==> src/rtl/dual_rail_pkg.sv <==
// Shared definitions for the dual-rail receive path: rail indices, encoding
// selectors, FSM states and the per-bit code decode helper.
package dual_rail_pkg;

    localparam int unsigned RAIL_NUM = 2;
    localparam int unsigned RAIL_T   = 1;
    localparam int unsigned RAIL_F   = 0;

    // Encoding selector: two ASCII characters packed into 16 bits.
    typedef logic [15:0] enc_t;
    localparam enc_t ENC_TP = "TP";
    localparam enc_t ENC_FP = "FP";

    typedef enum logic {
        COLLECT = 1'b0,
        RTZ     = 1'b1
    } state_t;

    // present: at least one rail active (bit may be captured)
    // clash:   both rails active (protocol violation)
    // value:   true-rail level, used as the decoded bit
    typedef struct packed {
        logic present;
        logic clash;
        logic value;
    } bit_status_t;

    // Decode one bit's rail pair. The caller supplies either the transition
    // vector (two-phase) or the raw rail levels (four-phase).
    function automatic bit_status_t bit_decode(input logic [RAIL_NUM-1:0] code);
        bit_status_t r;
        r.present = code[RAIL_T] | code[RAIL_F];
        r.clash   = code[RAIL_T] & code[RAIL_F];
        r.value   = code[RAIL_T];
        return r;
    endfunction

endpackage

==> src/rtl/dual_rail_sync.sv <==
// Two-flop synchronizer for the asynchronous dual-rail link, reset to zero.
module dual_rail_sync #(
    parameter int unsigned WIDTH = 1
) (
    input  logic             clk,
    input  logic             rst,
    input  logic [WIDTH-1:0] d,
    output logic [WIDTH-1:0] q
);

    logic [WIDTH-1:0] meta;

    // Two register stages between the link and the receiver logic.
    always_ff @(posedge clk or negedge rst) begin
        if (!rst) begin
            meta <= '0;
            q    <= '0;
        end else begin
            meta <= d;
            q    <= meta;
        end
    end

endmodule

==> src/rtl/dual_rail_receiver.sv <==
// Receive end of a dual-rail link: synchronizes the rails, detects a complete
// code word (two-phase transition or four-phase RTZ), decodes it onto a
// valid/ready output and drives the link acknowledge.
module dual_rail_receiver
    import dual_rail_pkg::*;
#(
    parameter enc_t        ENC   = ENC_TP,
    parameter int unsigned WIDTH = 1
) (
    input  logic                               clk,
    input  logic                               rst,
    input  logic [WIDTH-1:0][RAIL_NUM-1:0]     in,
    output logic                               ack,
    output logic [WIDTH-1:0]                   data,
    output logic                               valid,
    input  logic                               ready,
    output logic                               err
);

    if ((ENC != ENC_TP) && (ENC != ENC_FP)) begin : g_bad_enc
        $error("dual_rail_receiver: ENC must be \"TP\" or \"FP\"");
    end
    if (WIDTH < 1) begin : g_bad_width
        $error("dual_rail_receiver: WIDTH must be at least 1");
    end

    localparam bit          IS_TP = (ENC == ENC_TP);
    localparam int unsigned NBITS = WIDTH * RAIL_NUM;

    logic [NBITS-1:0]              in_flat;
    logic [NBITS-1:0]              s_flat;
    logic [WIDTH-1:0][RAIL_NUM-1:0] s;
    logic [WIDTH-1:0][RAIL_NUM-1:0] s_prev;
    logic [WIDTH-1:0][RAIL_NUM-1:0] ref_q;
    logic [WIDTH-1:0][RAIL_NUM-1:0] ref_n;
    logic [WIDTH-1:0][RAIL_NUM-1:0] code;

    state_t           state, state_n;
    logic             ack_n, valid_n, err_n;
    logic [WIDTH-1:0] data_n;

    bit_status_t      st;
    logic             word_done;
    logic             any_clash;
    logic             all_zero;
    logic             rising;
    logic [WIDTH-1:0] word_val;

    assign in_flat = in;
    assign s       = s_flat;

    dual_rail_sync #(
        .WIDTH (NBITS)
    ) u_sync (
        .clk (clk),
        .rst (rst),
        .d   (in_flat),
        .q   (s_flat)
    );

    // Word completion, clash detection and decode from the synchronized rails.
    // A clashing bit still counts as present so the word is captured using its
    // true rail; the clash itself is reported through err.
    always_comb begin
        st        = '0;
        word_done = 1'b1;
        any_clash = 1'b0;
        word_val  = '0;
        code      = IS_TP ? (s ^ ref_q) : s;
        all_zero  = (s == '0);
        rising    = |(s & ~s_prev);
        for (int unsigned b = 0; b < WIDTH; b++) begin
            st          = bit_decode(code[b]);
            word_done   = word_done & st.present;
            any_clash   = any_clash | st.clash;
            word_val[b] = st.value;
        end
    end

    // Next-state and output logic: capture into a free (or freeing) slot,
    // acknowledge, and in four-phase mode wait for the spacer.
    always_comb begin
        state_n = state;
        ack_n   = ack;
        data_n  = data;
        valid_n = valid;
        err_n   = err;
        ref_n   = ref_q;

        if (valid && ready) begin
            valid_n = 1'b0;
        end

        case (state)
            COLLECT: begin
                if (any_clash) begin
                    err_n = 1'b1;
                end
                if (word_done && (!valid || ready)) begin
                    data_n  = word_val;
                    valid_n = 1'b1;
                    if (IS_TP) begin
                        ref_n = s;
                        ack_n = ~ack;
                    end else begin
                        ack_n   = 1'b1;
                        state_n = RTZ;
                    end
                end
            end
            RTZ: begin
                if (rising) begin
                    err_n = 1'b1;
                end
                if (all_zero) begin
                    ack_n   = 1'b0;
                    state_n = COLLECT;
                end
            end
            default: state_n = COLLECT;
        endcase
    end

    // State and output registers.
    always_ff @(posedge clk or negedge rst) begin
        if (!rst) begin
            state  <= COLLECT;
            ack    <= 1'b0;
            data   <= '0;
            valid  <= 1'b0;
            err    <= 1'b0;
            ref_q  <= '0;
            s_prev <= '0;
        end else begin
            state  <= state_n;
            ack    <= ack_n;
            data   <= data_n;
            valid  <= valid_n;
            err    <= err_n;
            ref_q  <= ref_n;
            s_prev <= s;
        end
    end

endmodule
==> config.mk <==
export PLATFORM = sky130hd
export DESIGN_NAME = dual_rail_receiver
export DESIGN_NICKNAME = d
export VERILOG_FILES = /design/src/rtl/dual_rail_pkg.sv /design/src/rtl/dual_rail_sync.sv /design/src/rtl/dual_rail_receiver.sv
export SDC_FILE = /design/constraint.sdc
export NUM_CORES = 1
export LEC_CHECK = 0
export ABC_CLOCK_PERIOD_IN_PS = 1900
export CORE_AREA = 10 10 47 49
export CTS_BUF_LIST = sky130_fd_sc_hd__clkbuf_2 sky130_fd_sc_hd__clkbuf_4 sky130_fd_sc_hd__clkbuf_8
export CTS_CLUSTER_DIAMETER = 200
export DETAILED_ROUTE_END_ITERATION = 12
export DIE_AREA = 0 0 57 59
export PLACE_DENSITY = 0.68
export SLEW_MARGIN = 20
export SYNTH_ARGS = -nofsm -noshare
export SYNTH_HDL_FRONTEND = slang
export SYNTH_SLANG_ARGS = --single-unit
==> constraint.sdc <==
create_clock -name clk -period 1.9 [get_ports clk]
set_input_delay 0.38 -clock clk [delete_from_list [all_inputs] [get_ports clk]]
set_output_delay 0.38 -clock clk [all_outputs]
set_load 0.05 [all_outputs]
==> results <==
-- power groups by stage --
stage	clock network, mW	registers, mW	logic, mW
after floorplan	0	0.408	0.0640
after global placement	0	0.336	0.201
after detailed placement	0	0.338	0.201
after CTS	0.190	0.332	0.203
after global routing	0.201	0.336	0.218
final	0.176	0.331	0.199
-- final cells by class --
class	instances	area (um2)
inverters	4	15.0
multi-input cells	17	131
well taps	16	20.0
repair buffers	8	75.1
fillers	133	805
clock buffers	4	30.0
flip-flops and latches	13	325
-- path summary, 6_finish.rpt --
check / from / end / slack [ns] / depth (start not counted)
hold reg to reg: u_sync.meta[0] / u_sync.q[0] / 0.35 / 0
setup / recovery: valid / valid / 0.11 / 1
min in group asynchronous: rst / data / 0.47 / 1
max in group asynchronous: rst / state / 1.06 / 1
setup reg to reg: u_sync.q[1] / ack / 0.52 / 3
hold / removal: u_sync.meta[0] / u_sync.q[0] / 0.35 / 0
-- Yosys cell counts --
cell type,instances,area share (%)
a211o_1,1,1.8
a21oi_1,1,1.0
nor2b_1,1,1.3
a31oi_1,1,1.3
nor2_1,2,1.6
buf_6,1,2.3
o22ai_1,1,1.3
a211oi_2,1,2.6
o32ai_1,1,1.8
mux2_1,3,7.0
nor3_1,1,1.0
or2_1,1,1.3
o21a_1,1,1.6
inv_1,4,3.1
xnor2_1,2,3.6
dfrtp_1,13,67
-- flip-flops by register name, indices dropped and copies added, names as in the netlist --
register     count
data             1
s_prev           2
u_sync.q         2
ref_q            2
state            1
valid            1
err              1
u_sync.meta      2
ack              1
-- cell families after synthesis --
family          Yosys count  share of synthesized area [%]
buf+inv                   5                           5.44
simple gates              5                           5.18
mux                       3                           6.99
xor+xnor                  2                           3.63
flops                    13                           67.4
compound gates            7                           11.4
-- metrics by stage --
stage	setup slack (ns)	instances	power [mW]
after floorplan	0.481	35	0.472
after global placement	0.329	58	0.536
after detailed placement	0.301	58	0.539
after CTS	0.0798	62	0.724
after global routing	0.0410	62	0.756
final	0.106	62	0.706
-- per-layer routing --
layer	GRT usage (%)	wire length (um)
met1	5.43	317
met2	8.22	353
met3	2.79	71
met4	6.04	10
met5	0	0
==> metrics.md <==
| Metric | Value |
|---|---|
| # Max-Cap Violations | `0` |
| Sw Share | `31.9%` |
| TNS Setup | `0 ns` |
| Synth Net Count | `40` |
| Setup Crit Path Kind | `reg -> out` |
| Sequential share of power | `46.9%` |
| # nets final | `52` |
| First-pass GRT wire length | `1.41 mm` |
| DR DRC count | `0` |
| Layout cells sized above 1 | `15.2%` |
| Fin. max-slew vios | `0` |
| ANT cells | `0` |
| Clock Pin Slew Worst Setup and Hold Paths | `0.07 ns` |
| Cts-stage hold buffer count | `0` |
| Final Core Density | `42.6%` |
| Via density per instance | `4.48` |
| Design area | `597 um2` |
| Number of global-route vias before repair | `329` |
| Kind of end point of the critical path | `primary output` |
| Routed WL | `754 um` |
| Ports | `9` |
| Setup violations, final | `0` |
| Cell Area, Placed | `567 um2` |
| Clock Tree Root | `clkbuf_4` |
| IO buf count | `8` |
| Post-CTS sizing | `0` |
| Die area | `0.00336 mm2` |
| Final hold vios | `0` |
| Hold_ws | `0.353 ns` |
| Leak Pwr | `0.259 nW` |
| Peak VDD IR | `368 uV` |
| Die height | `59 um` |
| Relative slew slack | `62.3%` |
| Fmax | `558 MHz` |
| First drt pass iteration count | `1` |
| Die width | `57 um` |
| Startpoint types | `register` |
| Clk sinks | `13` |
| Total GRT Usage | `5.61%` |
| CTS Buf Count | `3` |
| Postcts setup bufs | `0` |
| Most frequent cells in the layout | `dfrtp_1 (13), clkdlybuf4s50_1 (6), inv_1 (4), clkbuf_4 (4), mux2_1 (3)` |
| Synth cell types | `16` |
| Clock network power share | `24.9%` |
| Initial DRC Count | `0` |
| Average wire per standard cell | `12.2 um` |
| Seq cells post-synth | `13` |
| Core area | `0.00140 mm2` |
| NetSw | `226 uW` |
| Hold Path Class | `reg -> reg` |
| CTS H-tree lvls | `1` |
| Internal power | `481 uW` |
| Routability cong. | `0.652` |
| Post-DP HPWL | `568 um` |
| Tightest Pin Transition | `0.564 ns` |
| Min cycle time layout | `1.79 ns` |
| Row count | `14` |
| Combinational Power Share | `28.2%` |
| Syn_area_per_cell | `13.8 um2` |
| Slowest cell on crit path | `clkdlybuf4s50_1` |
| Seq/Total Area, Yosys | `67.4%` |
| Worst path bufs/invs | `1` |
| Crit path max-delay family | `buffers and inverters` |
| Cell Pwr Density | `1180 mW/mm2` |
| Largest net degree at the start of global routing | `14` |
| Initial Utilization | `34.5%` |
| CTS tree | `done` |
| Routed Antenna Nets | `0` |
| RSZ-0062 raised after global routing | `no` |
| CP max stage delay | `0.80 ns` |
| Clock Tree Buf Depth | `2` |
| CP max FO | `2` |
| Synthesized area | `483 um2` |
| Period utilisation layout | `94.4%` |
| Crit-path cells | `clkdlybuf4s50_1` |
| Layout area overhead | `23.6%` |
| Status | `completed` |
| Clk_lat worst skew | `0.27 ns` |
| Yosys warnings | `0` |
| Via count | `278` |
| Arr. time, crit path | `1.41 ns` |
| Commonest non-fill, non-tap cell in the layout | `dfrtp_1` |
| GRT overflow | `0` |
| Layout Skew | `0.00589 ns` |
| Initial antenna violation count | `0` |
| Required time of the critical path | `1.52 ns` |
| Syn Inst Count | `35` |
(Power assumes the default switching activity.)
